**config.mk**
```make
export PLATFORM = sky130hd
export DESIGN_NAME = ps2_keyboard_rx_flat
export DESIGN_NICKNAME = d
export VERILOG_FILES = /design/src/rtl/ps2_keyboard_rx_pkg.sv /design/src/rtl/ps2_keyboard_rx_if.sv /design/src/rtl/ps2_byte_rx.sv /design/src/rtl/ps2_keyboard_rx.sv /design/src/flat_wrapper.sv
export SDC_FILE = /design/constraint.sdc
export NUM_CORES = 1
export LEC_CHECK = 0
export BUFFER_PORTS_ARGS = -buffer_cell sky130_fd_sc_hd__buf_2
export CORE_ASPECT_RATIO = 1.75
export CORE_MARGIN = 2
export CORE_UTILIZATION = 35
export CTS_CLUSTER_DIAMETER = 50
export DETAILED_ROUTE_END_ITERATION = 7
export PLACE_DENSITY = 0.5
export SLEW_MARGIN = 20
export SYNTH_ARGS = -nofsm -noshare
export SYNTH_HDL_FRONTEND = slang
export SYNTH_SLANG_ARGS = --single-unit
```
**constraint.sdc**
```tcl
create_clock -name Clk -period 3.5 [get_ports Clk]
set_input_delay 0.525 -clock Clk [delete_from_list [all_inputs] [get_ports Clk]]
set_output_delay 0.525 -clock Clk [all_outputs]
set_load 0.01 [all_outputs]
```
**src/rtl/ps2_keyboard_rx_pkg.sv**
```systemverilog
// Shared constants and types for the PS/2 keyboard receive path.
// Holds scan-code set 2 prefix bytes, the receiver state encoding and the Pause skip length.
package ps2_pkg;

  localparam logic [7:0] PS2_EXT    = 8'hE0;
  localparam logic [7:0] PS2_BRK    = 8'hF0;
  localparam logic [7:0] PS2_PAUSE  = 8'hE1;
  localparam logic [7:0] PS2_ACK    = 8'hFA;
  localparam logic [7:0] PS2_BAT    = 8'hAA;
  localparam logic [7:0] PS2_ECHO   = 8'hEE;
  localparam logic [7:0] PS2_RESEND = 8'hFE;

  // Pause sends E1 followed by seven more bytes that never form a key event.
  localparam logic [2:0] PAUSE_SKIP = 3'd7;

  typedef enum logic [1:0] {
    IDLE,
    SHIFT,
    PARITY,
    STOP
  } rx_state_t;

  function automatic logic is_ignored(input logic [7:0] b);
    return (b == PS2_ACK) || (b == PS2_BAT) || (b == PS2_ECHO) ||
           (b == PS2_RESEND) || (b == 8'h00) || (b == 8'hFF);
  endfunction

endpackage

```
**src/rtl/ps2_keyboard_rx_if.sv**
```systemverilog
// Key-event bundle from the PS/2 receiver toward the SoC keyboard PIO inputs.
// Everything is produced in the system clock domain.
interface ps2_keyboard_rx_if;
  logic [7:0] keycode;
  logic       press;
  logic       extended;
  logic       key_valid;
  logic       frame_err;

  modport master (output keycode, press, extended, key_valid, frame_err);
  modport slave  (input  keycode, press, extended, key_valid, frame_err);
endinterface

```
**src/rtl/ps2_byte_rx.sv**
```systemverilog
// PS/2 line conditioning and byte receiver: synchronisers, clock glitch filter,
// frame FSM with odd-parity/stop checks and an inactivity timeout.
//
// state  | meaning
// IDLE   | waiting for a start bit (data low on a clock fall)
// SHIFT  | collecting 8 data bits, LSB first
// PARITY | sampling the odd-parity bit
// STOP   | sampling the stop bit, then reporting byte or error
module ps2_byte_rx
  import ps2_pkg::*;
#(
  parameter int SYNC_STAGES    = 2,
  parameter int TIMEOUT_CYCLES = 50000,
  parameter int FILTER_LEN     = 4
) (
  input  logic       Clk,
  input  logic       Reset,
  input  logic       PS2_CLK,
  input  logic       PS2_DAT,
  output logic       byte_rdy,
  output logic [7:0] rx_byte,
  output logic       frame_err
);

  localparam int FW = (FILTER_LEN > 1) ? $clog2(FILTER_LEN) : 1;
  localparam int TW = $clog2(TIMEOUT_CYCLES + 1);
  localparam logic [FW-1:0] FILT_LAST = FW'(FILTER_LEN - 1);
  localparam logic [TW-1:0] TMO_LAST  = TW'(TIMEOUT_CYCLES - 1);

  logic [SYNC_STAGES-1:0] clk_sync, dat_sync;
  logic                   clk_s, dat_s;
  logic                   clk_filt, fall;
  logic [FW-1:0]          filt_cnt;

  rx_state_t state, state_nxt;
  logic [2:0]    bit_cnt, bit_cnt_nxt;
  logic [7:0]    shift_q, shift_nxt;
  logic          par_ok, par_ok_nxt;
  logic [TW-1:0] tmo, tmo_nxt;
  logic          rdy_nxt, err_nxt;

  always_ff @(posedge Clk or posedge Reset) begin
    if (Reset) begin
      clk_sync <= '1;
      dat_sync <= '1;
    end else begin
      clk_sync <= {clk_sync[SYNC_STAGES-2:0], PS2_CLK};
      dat_sync <= {dat_sync[SYNC_STAGES-2:0], PS2_DAT};
    end
  end

  assign clk_s = clk_sync[SYNC_STAGES-1];
  assign dat_s = dat_sync[SYNC_STAGES-1];

  // A level change is accepted only after FILTER_LEN consecutive differing samples.
  always_ff @(posedge Clk or posedge Reset) begin
    if (Reset) begin
      clk_filt <= 1'b1;
      filt_cnt <= '0;
      fall     <= 1'b0;
    end else begin
      fall <= 1'b0;
      if (clk_s == clk_filt) begin
        filt_cnt <= '0;
      end else if (filt_cnt == FILT_LAST) begin
        clk_filt <= clk_s;
        filt_cnt <= '0;
        fall     <= ~clk_s;
      end else begin
        filt_cnt <= filt_cnt + FW'(1);
      end
    end
  end

  always_ff @(posedge Clk or posedge Reset) begin
    if (Reset) begin
      state     <= IDLE;
      bit_cnt   <= '0;
      shift_q   <= '0;
      par_ok    <= 1'b0;
      tmo       <= '0;
      byte_rdy  <= 1'b0;
      frame_err <= 1'b0;
    end else begin
      state     <= state_nxt;
      bit_cnt   <= bit_cnt_nxt;
      shift_q   <= shift_nxt;
      par_ok    <= par_ok_nxt;
      tmo       <= tmo_nxt;
      byte_rdy  <= rdy_nxt;
      frame_err <= err_nxt;
    end
  end

  always_comb begin
    state_nxt   = state;
    bit_cnt_nxt = bit_cnt;
    shift_nxt   = shift_q;
    par_ok_nxt  = par_ok;
    tmo_nxt     = tmo;
    rdy_nxt     = 1'b0;
    err_nxt     = 1'b0;

    if (fall)
      tmo_nxt = '0;
    else if (state != IDLE)
      tmo_nxt = tmo + TW'(1);

    case (state)
      IDLE: begin
        if (fall && !dat_s) begin
          state_nxt   = SHIFT;
          bit_cnt_nxt = '0;
        end
      end
      SHIFT: begin
        if (fall) begin
          shift_nxt   = {dat_s, shift_q[7:1]};
          bit_cnt_nxt = bit_cnt + 3'd1;
          if (bit_cnt == 3'd7)
            state_nxt = PARITY;
        end
      end
      PARITY: begin
        if (fall) begin
          par_ok_nxt = ^{shift_q, dat_s};
          state_nxt  = STOP;
        end
      end
      STOP: begin
        if (fall) begin
          if (dat_s && par_ok)
            rdy_nxt = 1'b1;
          else
            err_nxt = 1'b1;
          state_nxt = IDLE;
        end
      end
      default: state_nxt = IDLE;
    endcase

    // The pulse lands on the cycle the counter would read TIMEOUT_CYCLES.
    if (!fall && (state != IDLE) && (tmo == TMO_LAST)) begin
      state_nxt = IDLE;
      err_nxt   = 1'b1;
      tmo_nxt   = '0;
    end
  end

  assign rx_byte = shift_q;

endmodule

```
**src/rtl/ps2_keyboard_rx.sv**
```systemverilog
// PS/2 scan-code set 2 keyboard receiver: byte receiver plus prefix decoder
// turning make/break/E0 sequences into held key events with a one-cycle strobe.
module ps2_keyboard_rx
  import ps2_pkg::*;
#(
  parameter int SYNC_STAGES    = 2,
  parameter int TIMEOUT_CYCLES = 50000,
  parameter int FILTER_LEN     = 4
) (
  input  logic              Clk,
  input  logic              Reset,
  input  logic              PS2_CLK,
  input  logic              PS2_DAT,
  ps2_keyboard_rx_if.master key_if
);

  logic       byte_rdy, rx_err;
  logic [7:0] rx_byte;

  logic       brk, ext;
  logic [2:0] skip;
  logic [7:0] keycode_q;
  logic       press_q, extended_q, key_valid_q;

  ps2_byte_rx #(
    .SYNC_STAGES   (SYNC_STAGES),
    .TIMEOUT_CYCLES(TIMEOUT_CYCLES),
    .FILTER_LEN    (FILTER_LEN)
  ) u_byte_rx (
    .Clk      (Clk),
    .Reset    (Reset),
    .PS2_CLK  (PS2_CLK),
    .PS2_DAT  (PS2_DAT),
    .byte_rdy (byte_rdy),
    .rx_byte  (rx_byte),
    .frame_err(rx_err)
  );

  always_ff @(posedge Clk or posedge Reset) begin
    if (Reset) begin
      brk         <= 1'b0;
      ext         <= 1'b0;
      skip        <= '0;
      keycode_q   <= '0;
      press_q     <= 1'b0;
      extended_q  <= 1'b0;
      key_valid_q <= 1'b0;
    end else begin
      key_valid_q <= 1'b0;
      if (rx_err) begin
        brk  <= 1'b0;
        ext  <= 1'b0;
        skip <= '0;
      end else if (byte_rdy) begin
        if (skip != 3'd0) begin
          skip <= skip - 3'd1;
        end else if (rx_byte == PS2_PAUSE) begin
          skip <= PAUSE_SKIP;
          brk  <= 1'b0;
          ext  <= 1'b0;
        end else if (rx_byte == PS2_EXT) begin
          ext <= 1'b1;
        end else if (rx_byte == PS2_BRK) begin
          brk <= 1'b1;
        end else if (!is_ignored(rx_byte)) begin
          keycode_q   <= rx_byte;
          press_q     <= ~brk;
          extended_q  <= ext;
          key_valid_q <= 1'b1;
          brk         <= 1'b0;
          ext         <= 1'b0;
        end
      end
    end
  end

  assign key_if.keycode   = keycode_q;
  assign key_if.press     = press_q;
  assign key_if.extended  = extended_q;
  assign key_if.key_valid = key_valid_q;
  assign key_if.frame_err = rx_err;

endmodule
```
**src/flat_wrapper.sv**
```systemverilog
// flat-port wrapper written by rule: the top's interface ports become plain ports
module ps2_keyboard_rx_flat import ps2_pkg::*;
#(
  parameter int SYNC_STAGES    = 2,
  parameter int TIMEOUT_CYCLES = 50000,
  parameter int FILTER_LEN     = 4
)
  (Clk, Reset, PS2_CLK, PS2_DAT, key_if_keycode, key_if_press, key_if_extended, key_if_key_valid, key_if_frame_err);
  ps2_keyboard_rx_if key_if_i ();
  input  logic Clk;
  input  logic Reset;
  input  logic PS2_CLK;
  input  logic PS2_DAT;
  output wire logic [$bits(key_if_i.keycode)-1:0] key_if_keycode;
  output wire logic [$bits(key_if_i.press)-1:0] key_if_press;
  output wire logic [$bits(key_if_i.extended)-1:0] key_if_extended;
  output wire logic [$bits(key_if_i.key_valid)-1:0] key_if_key_valid;
  output wire logic [$bits(key_if_i.frame_err)-1:0] key_if_frame_err;
  assign key_if_keycode = key_if_i.keycode;
  assign key_if_press = key_if_i.press;
  assign key_if_extended = key_if_i.extended;
  assign key_if_key_valid = key_if_i.key_valid;
  assign key_if_frame_err = key_if_i.frame_err;
  ps2_keyboard_rx #(.SYNC_STAGES(SYNC_STAGES), .TIMEOUT_CYCLES(TIMEOUT_CYCLES), .FILTER_LEN(FILTER_LEN)) u_core (.Clk(Clk), .Reset(Reset), .PS2_CLK(PS2_CLK), .PS2_DAT(PS2_DAT), .key_if(key_if_i));
endmodule
```
# Word-level counts from Yosys, hierarchy flattened
# Index checks and enable logic that the tools add are counted.
# classes
n_reduce_logical	29
n_bitwise	9
eq_ne	27
mux	48
add_sub_neg	4
# op_table
op	count
== test 8 bit (second input constant)	8
two-way mux 16 bit	3
two-way mux 1 bit	29
two-way mux 3 bit	6
adder 16 x 1 -> 16 bit (second input constant)	1
== test 16 bit (second input constant)	1
two-way mux 2 bit	8
inequality test 3 bit (second input constant)	5
inequality test 4 x 2 -> 1 bit (second input constant)	3
NOT 1 bit	9
nonzero test 3 bit	3
parity 9 bit	1
zero test 8 bit	1
one-hot mux 2 bit (4 select lines)	1
AND reduction 2 bit	4
AND reduction 4 bit	2
AND reduction 7 bit	1
== test 2 bit (second input constant)	3
inequality test 2 bit (second input constant)	3
one-hot mux 3 bit (2 select lines)	1
nonzero test 2 bit	3
logical OR 1 bit	5
AND reduction 5 bit	1
logical AND 1 bit	4
10 further kinds	11
# word_totals
output_inout_bits	12
reg_bits	56
inputBits	4
elab_cells	136

# Longest topological paths before layout
# logic_depth
depth_word	13
depth_mapped	8
mapped_depth_nobuf	7

# Cells and area by module
# Synthesis repeated with hierarchy kept, for this count alone.
# hier_totals
hier_cells	252
area_unflattened_um2	2872.8
# by_module_without_submodules
mod	instances	seq_area_each_um2	cells_per_inst	area_each_um2
ps2_byte_rx	1	1007.2	181	2010.7
ps2_keyboard_rx	1	400.4	71	862.1

# Least setup slack after synthesis
# No wires, ideal clock.
# synth_timing
kind	flip-flop to flip-flop
startpoint	register u_core.u_byte_rx.state[0]
endpoint	register u_core.u_byte_rx.state[1]
required_time_ns	3.378
arrival_time_ns	1.775
n_path_buf	1
synth_period_minus_slack_ns	1.897
setup_time_ns	0.122
slack_ns	1.603
path_stages_with_launch	8
path_cell_list	dfrtp_1 -> inv_1 -> ha_1 -> clkbuf_1 -> nor4b_1 -> nand4_1 -> a22o_1 -> a32o_1
# synth_between
elab_chain_len	5
word_cells_on_any_way	15
cone_classes	eq/ne (8); mux (2); reduce/logical (5)
# synth_rtl
element	line	text
start, declared	ps2_byte_rx.sv:35	rx_state_t state, state_nxt;
start signal, assigned	ps2_byte_rx.sv:85	state <= state_nxt;
nonzero test 2 bit	ps2_byte_rx.sv:143	if (!fall && (state != IDLE) && (tmo == TMO_LAST)) begin
logical AND 1 bit (2 in a row)	ps2_byte_rx.sv:143	
inequality test 3 bit (no source line)	--	
AND reduction 5 bit (no source line)	--	
# Parallel ways exist; a longest one is shown, timed or not.
# A chain may end at the register's enable or synchronous reset.

# Final worst setup path
# Same ends and word-level chain as after synthesis.

==> results.env <==
DR_TOTAL_VIAS=1800
CTS-ROOT-BUF='clkbuf_16'
CELLPOWERDENSITY_mW_PER_MM2=578
VIASPERCELL=5.14
HOLD_BUFFERS=0
DP.FINAL_HPWL_MM=3.51
ROWS=42
FLOORPLAN.INITIALDENSITY=0.363
TOTALWIRELENGTH_MM=4.95
CPMAXSTAGEDELAYCELL='nor4b_1'
POST-ROUTE-DRC-COUNT=0
TIMING.MAX_CAP.VIOLATIONS=0
CRITICAL_PATH.MAX_STAGE_DELAY_NS=0.43
CRITICAL_PATH_CLASS='flip-flop to flip-flop'
POST_DP_CELL_AREA_MM2=0.00287
CRITPATHCAPTURETYPE='flip-flop'
FINISH.CELL_COUNT_WITHOUT_FILLERS=350
DOMINANT_CELLS_BY_AREA_AFTER_SYNTHESIS='dfrtp_1 47%, dfstp_2 4.8%, xnor2_1 4.8%'
FIN_AREA_MM2=0.00306
GRT_PASS1_VIAS=1937
WORSTMARGINPINSLEW_NS=0.558
CRIT_CHAIN='inv_1 -> ha_1 -> nor4b_1 -> nand4_1 -> a22o_1 -> a32o_1'
WL_PER_CELL_UM=14.1
DIE_HEIGHT_UM=121
GRT_MAX_DEGREE=39
SYNTH_SEQ_AREA_SHARE=0.513
SYN_AREA_MM2=0.00274
GLOBAL_ROUTE.OVERFLOW_TOTAL=0
AREA.GROWTH.SYNTH_TO_FINAL_PCT=11.6
CTS_MADE_BUFFERS=5
POSTCTSRESIZEDCELLS=0
TIMING.FINAL.HOLD_VIOLATIONS=0
SLEW_HEADROOM=0.628
SYNTH-MAIN-FF-CELL='dfrtp_1'
DPL.CELL_COUNT=342
CTS_MAX_LEVEL=2
SYNTH.MOST_COMMON_CELL='dfrtp_1'
DPL_WORST_SLACK_NS=1.24
POWER.LEAKAGE_nW=1.46
WORST_SKEW_PAIR.LATE_LATENCY_NS=0.29
NETLIST_INSTANCES=249
NUMBER_OF_STORAGE_ELEMENTS_IN_THE_SYNTHESIS_NETLIST=56
CLOCKBUFFERDEPTH=2
SYNTH_ASYNC_SR_FLOP_SHARE=1.00
MIN_PERIOD_NS=2.28
TIMING.CRITICAL_PATH.BUF_INV=1
REGTOREGSTARTPOINT='u_core.u_byte_rx.state[0]'
DETAILEDROUTE.FIRSTPASSITERATIONCOUNT=4
REPORT.FINAL.SETUP_VIOL=0
PORT-BUFFER-COUNT=15
REG2REG_TO='u_core.u_byte_rx.state[1]'
GRTUSAGETOTAL=0.132
NETLIST.TOP_CELL.BY_AREA='dfrtp_1'
LAYOUT_SETUP_WS_NS=1.22
TOP_LEVEL_PINS=16
TRITONCTS='done'
FINCLKSKEW_NS=0.00781
FMAX_MHz=439
TIMING.CRITICAL_PATH.MAX_DELAY_FAMILY='simple AND/OR/NAND/NOR gates'
FINAL.PERIOD_UTILIZATION=0.650
R2R_CELLS=6
PATH_TYPE_OF_THE_WORST_MIN_DELAY_PATH='primary input to asynchronous set/reset pin'
SYN-NUM-NETS=263
SYNTH_EDF_COUNT=0
WORST-ENDPOINT-ARRIVAL_NS=2.45
FP.COREAREA_MM2=0.00757
PLACE_CONGESTION=0.805
ANTENNA_FOUND_INITIAL=0
SYN_AREA_PER_CELL_UM2=11.0
POST-SYNTH-TOP-AREA-FRACTION=0.465
CLK_PIN_SLEW_NS=0.07
SYNTH.TOP_CELLS.BY_COUNT='51 x dfrtp_1, 26 x nor2_1, 20 x nand2_1'
DIODES=0
TIMING_MAX_TRANSITION_VIOLATIONS_FINAL=0
SYNTH.DISTINCT_CELLS=48
SYNTH-WARNING-COUNT=0
DRTITER0DRC=65
NETS=275
STATUS='finished, final reports clean'
DRIVE_ABOVE_1_SHARE=0.206
CRITICAL_PATH.STARTPOINT_TYPE='flip-flop'
DRTANTENNAVIOLNETS=0
GRT_PASS1_WL_MM=9.07
CRITICAL_PATH_MAXIMUM_FANOUT=18
CTS.REPAIR_TIMING.SETUP_BUFFER_COUNT=0
SLACK_OF_THE_WORST_REG_TO_REG_PATH_NS=1.22
IR_WORST_VDD_mV=0.277
DESIGN.DIE.AREA_MM2=0.00859
CRITICAL_PATH_REQUIRED_NS=3.68
TNS_NS=0
SETUP_REPAIR_AFTER_GLOBAL_ROUTING_MISSED_ITS_MARGIN='false'
CLOCK_SINKS=56
FLOORPLAN.DIE.WIDTH_UM=70.9
stage by stage:
step / utilization / hold slack (ns) / power [mW]
after global placement: 0.380 / 0.346 / 1.14
after floorplan: - / 0.345 / 1.08
after CTS: 0.405 / 0.218 / 1.80
after global routing: 0.405 / 0.236 / 1.88
after detailed placement: 0.380 / 0.348 / 1.15
final: 0.405 / 0.209 / 1.77
worst reg2reg max path, stage by stage, from the launching register on:
cell and delay (ns):
dfrtp_1 0.42, inv_1 0.09, ha_1 0.39, nor4b_1 0.43
nand4_1 0.31, a22o_1 0.32, a32o_1 0.21
per-layer routing:
layer,track usage,wire length (um)
met1,0.147,2010
met2,0.241,2710
met3,0.0266,119
met4,0.0542,110
met5,0,0
cell families (layout without fill, tap and decap cells):
group,after synthesis,in the layout,synth area share
fa+ha+maj,11,11,0.0497
buf+inv,21,34,0.0365
flops,56,56,0.513
simple gates,91,91,0.169
xor+xnor,21,21,0.0670
compound gates,30,30,0.0766
mux,19,19,0.0885
area by class of cell:
class	instances	area (um^2)
Fill cell	746	4500
Sequential cell	56	1410
Multi-Input combinational cell	172	1240
Clock buffer	6	129
Tap cell	88	110
Timing Repair Buffer	16	82.6
Clock inverter	2	60.1
Inverter	10	37.5
registers in the layout, summed over array words and instances (netlist names), 2 cells and up:
register,flops
u_core.u_byte_rx.state,2
u_core.u_byte_rx.dat_sync,2
u_core.u_byte_rx.bit_cnt,3
u_core.u_byte_rx.clk_sync,2
u_core.key_if.keycode,8
u_core.skip,3
u_core.u_byte_rx.tmo,16
u_core.u_byte_rx.filt_cnt,2
u_core.u_byte_rx.rx_byte,8
where the power goes:
group	switching, mW	internal, mW
sequential	0.0801	0.728
combinational	0.177	0.152
clock	0.222	0.410
placed cells by master, fill, tap and decap left out, drive strengths merged, types with 6 or more instances in the layout:
cell type  count
xor2           6
buf           16
inv           10
xnor2         15
nand2         21
nor2          26
clkbuf         6
mux2          18
a21oi          9
nand4          9
ha            10
dfrtp         51
how the worst max path moves through the flow:
stage	start	endpoint	slack, ns	cells after the start
floorplan	u_core.u_byte_rx.state[0]	u_core.u_byte_rx.state[1]	1.60	7
global placement	u_core.u_byte_rx.state[0]	u_core.u_byte_rx.state[1]	1.31	6
detailed placement	u_core.u_byte_rx.state[0]	u_core.u_byte_rx.state[1]	1.24	6
CTS	u_core.u_byte_rx.state[0]	u_core.u_byte_rx.state[1]	1.23	6
global route	u_core.u_byte_rx.state[0]	u_core.u_byte_rx.state[1]	1.0	6
finish	u_core.u_byte_rx.state[0]	u_core.u_byte_rx.state[1]	1.22	6
No activity file was read; power rests on OpenSTA's default activity.
